$ cat src/rtl/testic_monitor_if.sv
// Bus between the TestIC receive-side monitor and its environment.
// DUTY_MEAS_EN adds the high_time/low_time results.
interface testic_monitor_if #(
    parameter int CNT_W = 16
);
    logic             Q;
    logic             not_Q;
    logic             clear;
    logic [CNT_W-1:0] half_period;
    logic             period_valid;
    logic [CNT_W-1:0] edge_count;
    logic             locked;
    logic             complement_err;
    logic             timeout_err;
    logic [1:0]       state;
`ifdef DUTY_MEAS_EN
    logic [CNT_W-1:0] high_time;
    logic [CNT_W-1:0] low_time;

    modport master (
        output Q, not_Q, clear,
        input  half_period, period_valid, edge_count, locked,
               complement_err, timeout_err, state, high_time, low_time
    );
    modport slave (
        input  Q, not_Q, clear,
        output half_period, period_valid, edge_count, locked,
               complement_err, timeout_err, state, high_time, low_time
    );
`else
    modport master (
        output Q, not_Q, clear,
        input  half_period, period_valid, edge_count, locked,
               complement_err, timeout_err, state
    );
    modport slave (
        input  Q, not_Q, clear,
        output half_period, period_valid, edge_count, locked,
               complement_err, timeout_err, state
    );
`endif
endinterface

$ cat src/rtl/testic_monitor.sv
// Receive-side checker for the TestIC Q/not_Q pair: half-period measurement,
// lock detection, complement and timeout faults. DUTY_MEAS_EN adds high/low time capture.
module testic_monitor #(
    parameter int CNT_W       = 16,
    parameter int SYNC_STAGES = 2,
    parameter int LOCK_EDGES  = 4,
    parameter int TOL         = 1,
    parameter int SKEW_CYC    = 2
) (
    input logic CLK,
    input logic not_RESET,
    testic_monitor_if.slave bus
);
    localparam logic [1:0] IDLE = 2'd0, ACQUIRE = 2'd1, LOCKED = 2'd2, LOST = 2'd3;
    localparam int MC_W = $clog2(LOCK_EDGES + 1);
    localparam int SK_W = $clog2(SKEW_CYC + 1);
    localparam logic [CNT_W-1:0] CNT_MAX  = '1;
    localparam logic [CNT_W:0]   TOL_X    = (CNT_W+1)'(TOL);
    localparam logic [MC_W-1:0]  MC_LAST  = MC_W'(LOCK_EDGES - 1);
    localparam logic [SK_W-1:0]  SKEW_MAX = SK_W'(SKEW_CYC);

    logic [SYNC_STAGES-1:0] q_sync, nq_sync;
    logic                   q_d;
    logic                   q_s, nq_s, edge_det, match;

    logic [1:0]       state;
    logic [CNT_W-1:0] cnt, half_period, edge_count;
    logic             period_valid, timeout_err, complement_err;
    logic [MC_W-1:0]  match_cnt;
    logic [SK_W-1:0]  skew_cnt;
`ifdef DUTY_MEAS_EN
    logic [CNT_W-1:0] high_time, low_time;
`endif

    // not_Q chain idles high so a reset pair already looks complementary.
    always_ff @(posedge CLK or negedge not_RESET) begin
        if (!not_RESET) begin
            q_sync  <= '0;
            nq_sync <= '1;
            q_d     <= 1'b0;
        end else begin
            q_sync  <= {q_sync[SYNC_STAGES-2:0], bus.Q};
            nq_sync <= {nq_sync[SYNC_STAGES-2:0], bus.not_Q};
            q_d     <= q_sync[SYNC_STAGES-1];
        end
    end

    assign q_s      = q_sync[SYNC_STAGES-1];
    assign nq_s     = nq_sync[SYNC_STAGES-1];
    assign edge_det = q_s ^ q_d;
    assign match    = period_valid &&
                      ({1'b0, cnt} <= {1'b0, half_period} + TOL_X) &&
                      ({1'b0, half_period} <= {1'b0, cnt} + TOL_X);

    always_ff @(posedge CLK or negedge not_RESET) begin
        if (!not_RESET) begin
            state        <= IDLE;
            cnt          <= '0;
            half_period  <= '0;
            period_valid <= 1'b0;
            edge_count   <= '0;
            match_cnt    <= '0;
            timeout_err  <= 1'b0;
`ifdef DUTY_MEAS_EN
            high_time    <= '0;
            low_time     <= '0;
`endif
        end else if (bus.clear) begin
            state        <= IDLE;
            cnt          <= '0;
            half_period  <= '0;
            period_valid <= 1'b0;
            edge_count   <= '0;
            match_cnt    <= '0;
            timeout_err  <= 1'b0;
`ifdef DUTY_MEAS_EN
            high_time    <= '0;
            low_time     <= '0;
`endif
        end else begin
            if (edge_det && edge_count != CNT_MAX)
                edge_count <= edge_count + 1'b1;
            case (state)
                IDLE: begin
                    if (edge_det) begin
                        state <= ACQUIRE;
                        cnt   <= {{(CNT_W-1){1'b0}}, 1'b1};
                    end
                end
                ACQUIRE, LOCKED: begin
                    if (edge_det) begin
                        cnt          <= {{(CNT_W-1){1'b0}}, 1'b1};
                        half_period  <= cnt;
                        period_valid <= 1'b1;
`ifdef DUTY_MEAS_EN
                        // q_s already shows the new level: high now means the low phase just ended.
                        if (q_s) low_time  <= cnt;
                        else     high_time <= cnt;
`endif
                        if (!match) begin
                            match_cnt <= '0;
                            state     <= ACQUIRE;
                        end else if (state == ACQUIRE) begin
                            match_cnt <= match_cnt + 1'b1;
                            if (match_cnt == MC_LAST) state <= LOCKED;
                        end
                    end else begin
                        if (cnt != CNT_MAX) cnt <= cnt + 1'b1;
                        if (cnt >= CNT_MAX - 1'b1) begin
                            state       <= LOST;
                            timeout_err <= 1'b1;
                        end
                    end
                end
                default: begin
                    // Interval that ends a timeout is meaningless, so it is not captured.
                    if (edge_det) begin
                        state     <= ACQUIRE;
                        match_cnt <= '0;
                        cnt       <= {{(CNT_W-1){1'b0}}, 1'b1};
                    end else if (cnt != CNT_MAX) begin
                        cnt <= cnt + 1'b1;
                    end
                end
            endcase
        end
    end

    // A single cycle of equality is normal synchronizer skew between the two lines.
    always_ff @(posedge CLK or negedge not_RESET) begin
        if (!not_RESET) begin
            skew_cnt       <= '0;
            complement_err <= 1'b0;
        end else if (bus.clear) begin
            skew_cnt       <= '0;
            complement_err <= 1'b0;
        end else if (q_s == nq_s) begin
            if (skew_cnt != SKEW_MAX) skew_cnt <= skew_cnt + 1'b1;
            if (skew_cnt == SKEW_MAX - 1'b1) complement_err <= 1'b1;
        end else begin
            skew_cnt <= '0;
        end
    end

    assign bus.half_period    = half_period;
    assign bus.period_valid   = period_valid;
    assign bus.edge_count     = edge_count;
    assign bus.locked         = (state == LOCKED);
    assign bus.complement_err = complement_err;
    assign bus.timeout_err    = timeout_err;
    assign bus.state          = state;
`ifdef DUTY_MEAS_EN
    assign bus.high_time      = high_time;
    assign bus.low_time       = low_time;
`endif
endmodule
$ cat src/flat_wrapper.sv
// flat-port wrapper written by rule: the top's interface ports become plain ports
module testic_monitor_flat 
#(
    parameter int CNT_W       = 16,
    parameter int SYNC_STAGES = 2,
    parameter int LOCK_EDGES  = 4,
    parameter int TOL         = 1,
    parameter int SKEW_CYC    = 2
)
  (CLK, not_RESET, bus_Q, bus_not_Q, bus_clear, bus_half_period, bus_period_valid, bus_edge_count, bus_locked, bus_complement_err, bus_timeout_err, bus_state);
  testic_monitor_if #(.CNT_W(CNT_W)) bus_i ();
  input logic CLK;
  input logic not_RESET;
  input wire logic [$bits(bus_i.Q)-1:0] bus_Q;
  input wire logic [$bits(bus_i.not_Q)-1:0] bus_not_Q;
  input wire logic [$bits(bus_i.clear)-1:0] bus_clear;
  output wire logic [$bits(bus_i.half_period)-1:0] bus_half_period;
  output wire logic [$bits(bus_i.period_valid)-1:0] bus_period_valid;
  output wire logic [$bits(bus_i.edge_count)-1:0] bus_edge_count;
  output wire logic [$bits(bus_i.locked)-1:0] bus_locked;
  output wire logic [$bits(bus_i.complement_err)-1:0] bus_complement_err;
  output wire logic [$bits(bus_i.timeout_err)-1:0] bus_timeout_err;
  output wire logic [$bits(bus_i.state)-1:0] bus_state;
  assign bus_i.Q = bus_Q;
  assign bus_i.not_Q = bus_not_Q;
  assign bus_i.clear = bus_clear;
  assign bus_half_period = bus_i.half_period;
  assign bus_period_valid = bus_i.period_valid;
  assign bus_edge_count = bus_i.edge_count;
  assign bus_locked = bus_i.locked;
  assign bus_complement_err = bus_i.complement_err;
  assign bus_timeout_err = bus_i.timeout_err;
  assign bus_state = bus_i.state;
  testic_monitor #(.CNT_W(CNT_W), .SYNC_STAGES(SYNC_STAGES), .LOCK_EDGES(LOCK_EDGES), .TOL(TOL), .SKEW_CYC(SKEW_CYC)) u_core (.CLK(CLK), .not_RESET(not_RESET), .bus(bus_i));
endmodule
$ cat config.mk
export PLATFORM = sky130hd
export DESIGN_NAME = testic_monitor_flat
export DESIGN_NICKNAME = d
export VERILOG_FILES = /design/src/rtl/testic_monitor_if.sv /design/src/rtl/testic_monitor.sv /design/src/flat_wrapper.sv
export SDC_FILE = /design/constraint.sdc
export NUM_CORES = 1
export LEC_CHECK = 0
export ABC_AREA = 1
export CAP_MARGIN = 20
export CORE_MARGIN = 4
export CORE_UTILIZATION = 39
export DETAILED_ROUTE_END_ITERATION = 8
export PLACE_DENSITY = 0.6
export RECOVER_POWER = 25
export SLEW_MARGIN = 20
export SYNTH_ARGS = -nofsm -noshare
export SYNTH_HDL_FRONTEND = slang
export SYNTH_SLANG_ARGS = --single-unit
$ cat constraint.sdc
create_clock -name CLK -period 5.8 [get_ports CLK]
set_clock_uncertainty 0.2 [all_clocks]
set_input_delay 0.58 -clock CLK [delete_from_list [all_inputs] [get_ports CLK]]
set_output_delay 0.58 -clock CLK [all_outputs]
set_load 0.02 [all_outputs]
## Word-level counts from Yosys, hierarchy flattened

Index checks and enable logic that the tools add are counted.

- Add/subtract/negate cells: 6
- Magnitude comparators: 3
- Eq/ne operators: 15
- Muxes and demuxes: 37
- Bitwise gates (word level): 1
- Reduce and logical (&&, ||, !) cells: 20

Operators by type and width:

| cell | count |
|---|---|
| two-way mux 16 bit | 10 |
| adder 16 x 1 -> 17 bit (second input constant) | 2 |
| less-or-equal comparator 16 x 17 -> 1 bit | 2 |
| adder 16 x 1 -> 16 bit (second input constant) | 2 |
| inequality test 16 bit (second input constant) | 2 |
| two-way mux 2 bit | 11 |
| greater-or-equal comparator 16 bit (second input constant) | 1 |
| two-way mux 3 bit | 5 |
| nonzero test 2 bit | 6 |
| two-way mux 1 bit | 10 |
| inequality test 5 bit (second input constant) | 2 |
| nonzero test 3 bit | 3 |
| inequality test 2 bit (second input constant) | 3 |
| one-hot mux 3 bit (2 select lines) | 1 |
| AND reduction 2 bit | 3 |
| AND reduction 3 bit | 2 |
| == test 2 x 1 -> 1 bit (second input constant) | 2 |
| inequality test 4 bit (second input constant) | 1 |
| AND reduction 4 bit | 1 |
| adder 3 x 1 -> 3 bit (second input constant) | 1 |
| == test 3 x 2 -> 1 bit (second input constant) | 1 |
| logical AND 1 bit | 3 |
| inequality test 3 x 2 -> 1 bit (second input constant) | 1 |
| inequality test 3 bit (second input constant) | 1 |
| other kinds (6) | 6 |

- Bits in registers: 63
- Input port bits: 5
- Output and inout bits: 38
- Logic and storage cells: 94

## Longest topological paths before layout

- Word-level depth: 8
- Gate-level depth with buffers: 24
- Depth with buffers taken out: 24

## Worst setup path before layout

Ideal clock, no wire load.

- Kind: reg-to-reg
- Start point: register u_core.half_period[0] (netlist: u_core.bus.half_period[0])
- End point: register u_core.state[0] (netlist: u_core.bus.state[0])
- Library setup time: 0.117 ns
- Arrival time: 2.786 ns
- Required time: 5.483 ns
- Slack: 2.697 ns
- Stages on the path, launching flop included: 22
- Buffers on the path: 0
- Period minus slack after synthesis: 3.103 ns
- Cell sequence: dfrtp_1 > inv_1 > nor4_4 > nand4_1 > nor2_2 > nand2_1 > nor2_1 > xor2_1 > inv_1 > ha_1 > nand2_1 > nor2_1 > and2_1 > nand2_1 > nand2_1 > nand2_1 > nand3_4 > nor2_1 > nor2_2 > nand2_2 > nand2_1 > nand2_1

- Cells in the longest elaborated chain, start to end: 8
- Elaborated cells on any way between the ends: 12
- Classes of those cells: add/sub (1); order compare (2); eq/ne (2); mux (4); reduce/logical (3)

RTL lines:

| element | line | text |
|---|---|---|
| start: declaration | testic_monitor.sv:27 | `logic [CNT_W-1:0] cnt, half_period, edge_count;` |
| start signal: assignment | testic_monitor.sv:93 | `half_period <= cnt;` |
| adder 16 x 1 -> 17 bit | testic_monitor.sv:52 | `({1'b0, cnt} <= {1'b0, half_period} + TOL_X) &&` |
| less-or-equal comparator 16 x 17 -> 1 bit | testic_monitor.sv:52 |  |
| logical AND 1 bit | testic_monitor.sv:51 | `assign match = period_valid &&` |
| logical AND 1 bit * | testic_monitor.sv:52 |  |
| two-way mux 2 bit | testic_monitor.sv:100 | `if (!match) begin` |
| two-way mux 2 bit | testic_monitor.sv:91 | `if (edge_det) begin` |
| two-way mux 2 bit | n/a |  |
| two-way mux 2 bit | testic_monitor.sv:68 | `end else if (bus.clear) begin` |
| end signal: assignment | testic_monitor.sv:69 | `state <= IDLE;` |
| end signal: assignment | testic_monitor.sv:102 | `state <= ACQUIRE;` |
| end signal: assignment | testic_monitor.sv:105 | `if (match_cnt == MC_LAST) state <= LOCKED;` |
| end: declaration | testic_monitor.sv:26 | `logic [1:0] state;` |

Every way passes the cells marked *; elsewhere a longest branch is shown, timed or not.
A chain may end at the register's enable or synchronous reset.

==> results.sh <==
export IMPL_antenna_left=0
export IMPL_drtIter0Drc=173
export IMPL_cts_hold_repair_buffers=0
export IMPL_multi_input_area_um2=2340
export IMPL_tightestPinTransition_ps=3460
export IMPL_antenna_found_initial=0
export IMPL_wl_mm=10.1
export IMPL_ys_ff_latch=63
export IMPL_start_kind="primary input"
export IMPL_root_buffer="clkbuf_8"
export IMPL_htreeDepth=3
export IMPL_rsz0062_at_grt="no"
export IMPL_violations="capacitance limit, slew limit"
export IMPL_post_cts_buffers=0
export IMPL_initial_core_util_pct=40.6
export IMPL_die_y_um=112
export IMPL_grt_overflow=0
export IMPL_antenna_cells=0
export IMPL_status="finished with violations"
export IMPL_core_area_um2=10500
export IMPL_numCtsBuffers=9
export IMPL_io_buffer_count=42
export IMPL_syn_area_um2=4250
export IMPL_fin_tns_setup_ps=0
export IMPL_worstSkewPairLatency_ps=350
export IMPL_synth_cell_types=41
export IMPL_final_max_slew_violation_count=64
export IMPL_fillers=1043
export IMPL_setup_violations=0
export IMPL_syn_nets=586
export IMPL_grt_pass1_wl_mm=17.1
export IMPL_place_congestion=0.839
export IMPL_critPathMaxFanout=63
export IMPL_crit_path_end_kind="async pin"
export IMPL_dieArea_um2=12600
export IMPL_pin_count=43
export IMPL_wl_per_cell_um=13.9
export IMPL_track_usage_pct=16.7
export IMPL_num_nets_final=634
export IMPL_tritoncts="done"
export IMPL_ctsLongestPathBuffers=2
export IMPL_period_share_pct=62.8
export IMPL_yosysSeqAreaShare_pct=37.2
export IMPL_drive_above_1_share_pct=7.26
export IMPL_num_vias=3657
export IMPL_yosysTopAreaCell="dfrtp_1"
export IMPL_crit_required_ps=5280
export IMPL_clock_sinks=63
export IMPL_post_cts_resized=0
export IMPL_fin_crit_ps=3640
export IMPL_yosysWarnings=0
export IMPL_maxCapViolCount=1
export IMPL_p_total_mw=1.13
export IMPL_syn_avg_cell_area_um2=7.88
export IMPL_drc_errors=0
export IMPL_max_stage_delay_ps=2430
export IMPL_cp_top_family="buffers and inverters"
export IMPL_p_per_area_nw_per_um2=224
export IMPL_peakVddDrop_v=0.000134
export IMPL_fmax_mhz=274
export IMPL_slew_headroom_pct=-131
export IMPL_die_w_um=112
export IMPL_worstSetupPathType="primary input to async pin"
export IMPL_grt_max_degree=64
export IMPL_core_rowCount=37
export IMPL_crit_slowest_cell="clkbuf_1"
export IMPL_area_delta_synth_final_pct=19.2
export IMPL_hpwl_mm=7.39
export IMPL_clk_pin_slew_ps=70
export IMPL_seqCellArea_um2=1580
export IMPL_synth_cells=539
export IMPL_arrival_ps=3120
export IMPL_hold_violations=0
export IMPL_yosysTopAreaCellShare_pct=35.9
export IMPL_viasPerCell=5.02
export IMPL_hold_class="flip-flop to flip-flop"
export IMPL_layout_common_cells="117 x nand2_1, 75 x inv_1, 61 x dfrtp_1"
export IMPL_worstPathBufferInverterCount=2
export IMPL_path_cells="buf_2, clkbuf_1"
export IMPL_grt_pass1_vias=3601
export IMPL_p_leak_nw=2.31
export IMPL_drt_pass1_iterations=4
export IMPL_synth_area_leaders="dfrtp_1 36%, ha_1 12%, nand2_1 10%, inv_1 6.6%, xor2_1 4.9%"
export IMPL_final_common_cell="nand2_1"
routing by layer:
metal / GRT usage [%] / wire (um) / vias to the layer above
met4: 6.73 / 148 / 0
met1: 22.5 / 4830 / 1715
met3: 2.86 / 449 / 11
li1: - / - / 1859
met2: 26.8 / 4660 / 72
met5: 0 / 0 / -
logic make-up after synthesis:
family                   count (synthesis)  synth area share, %
AND/OR/NAND/NOR                        234                 25.2
buffers and inverters                   87                 7.78
AO/OA/AOI/OAI                           85                 11.7
flip-flops                              63                 37.2
adder cells (fa/ha/maj)                 42                 12.4
XOR/XNOR                                28                 5.77
per-stage QoR:
stage | worst slack (ps) | hold slack, ps | cell area [um2] | utilization (%) | cells
2_1_floorplan | 2700 | 84.4 | 4250 | - | 539
3_3_place_gp | 2370 | 141 | 4820 | 46.0 | 712
3_5_place_dp | 2280 | 148 | 4820 | 46.0 | 712
4_1_cts | 2230 | 161 | 5070 | 48.4 | 728
5_1_grt | 1330 | 166 | 5060 | 48.4 | 728
6_report | 2160 | 158 | 5060 | 48.4 | 728
report_power, final:
group / internal, mW / switching [mW] / total [mW]
Combinational: 0.0609 / 0.119 / 0.180
Clock: 0.310 / 0.177 / 0.486
Sequential: 0.454 / 0.0146 / 0.468
path summary, 6_finish.rpt:
| kind | start | to | slack, ps | cells after the start |
|---|---|---|---|---|
| hold / removal | u_core.nq_sync[0]$_DFF_PN1_ | u_core.nq_sync[1]$_DFF_PN1_ | 160 | 0 |
| max in group CLK | u_core.bus.half_period[2]$_DFFE_PN0P_ | u_core.bus.state[0]$_DFFE_PN0P_ | 2260 | 21 |
| setup reg to reg | u_core.bus.half_period[2]$_DFFE_PN0P_ | u_core.bus.state[0]$_DFFE_PN0P_ | 2260 | 21 |
| min in group asynchronous | not_RESET | u_core.bus.half_period[5]$_DFFE_PN0P_ | 1300 | 2 |
| setup / recovery | not_RESET | u_core.bus.timeout_err$_DFFE_PN0P_ | 2160 | 2 |
| hold reg to reg | u_core.nq_sync[0]$_DFF_PN1_ | u_core.nq_sync[1]$_DFF_PN1_ | 160 | 0 |
synth_stat cells (all sizes together):
library cell  number
nand3b             2
or2                3
a21o               2
clkinv             2
nor4               4
o21bai             1
inv               78
xor2              24
ha                42
xnor2              4
nand4              5
o311ai             1
dfstp              2
nor3               7
nand3             24
o22ai             28
a31oi              1
o21ai             25
nand2            125
a41oi              1
a21oi             19
o31ai              6
dfrtp             61
nor2              61
and2               1
a21boi             1
clkbuf             4
buf                3
and3               2
cell type report:
type,count,share of cell area [%]
multi-input combinational,389,46.2
sequential,63,31.2
timing repair buffer,44,8.43
inverter,80,5.93
tap,136,3.36
clock buffer,13,3.14
clock inverter,3,1.78
state kept, by name (all words and copies together), names as in the netlist, 2 cells and up:
register,cells
u_core.bus.edge_count,16
u_core.bus.half_period,16
u_core.cnt,16
u_core.match_cnt,3
u_core.bus.state,2
u_core.nq_sync,2
u_core.q_sync,2
u_core.skew_cnt,2
(Power assumes the default switching activity.)
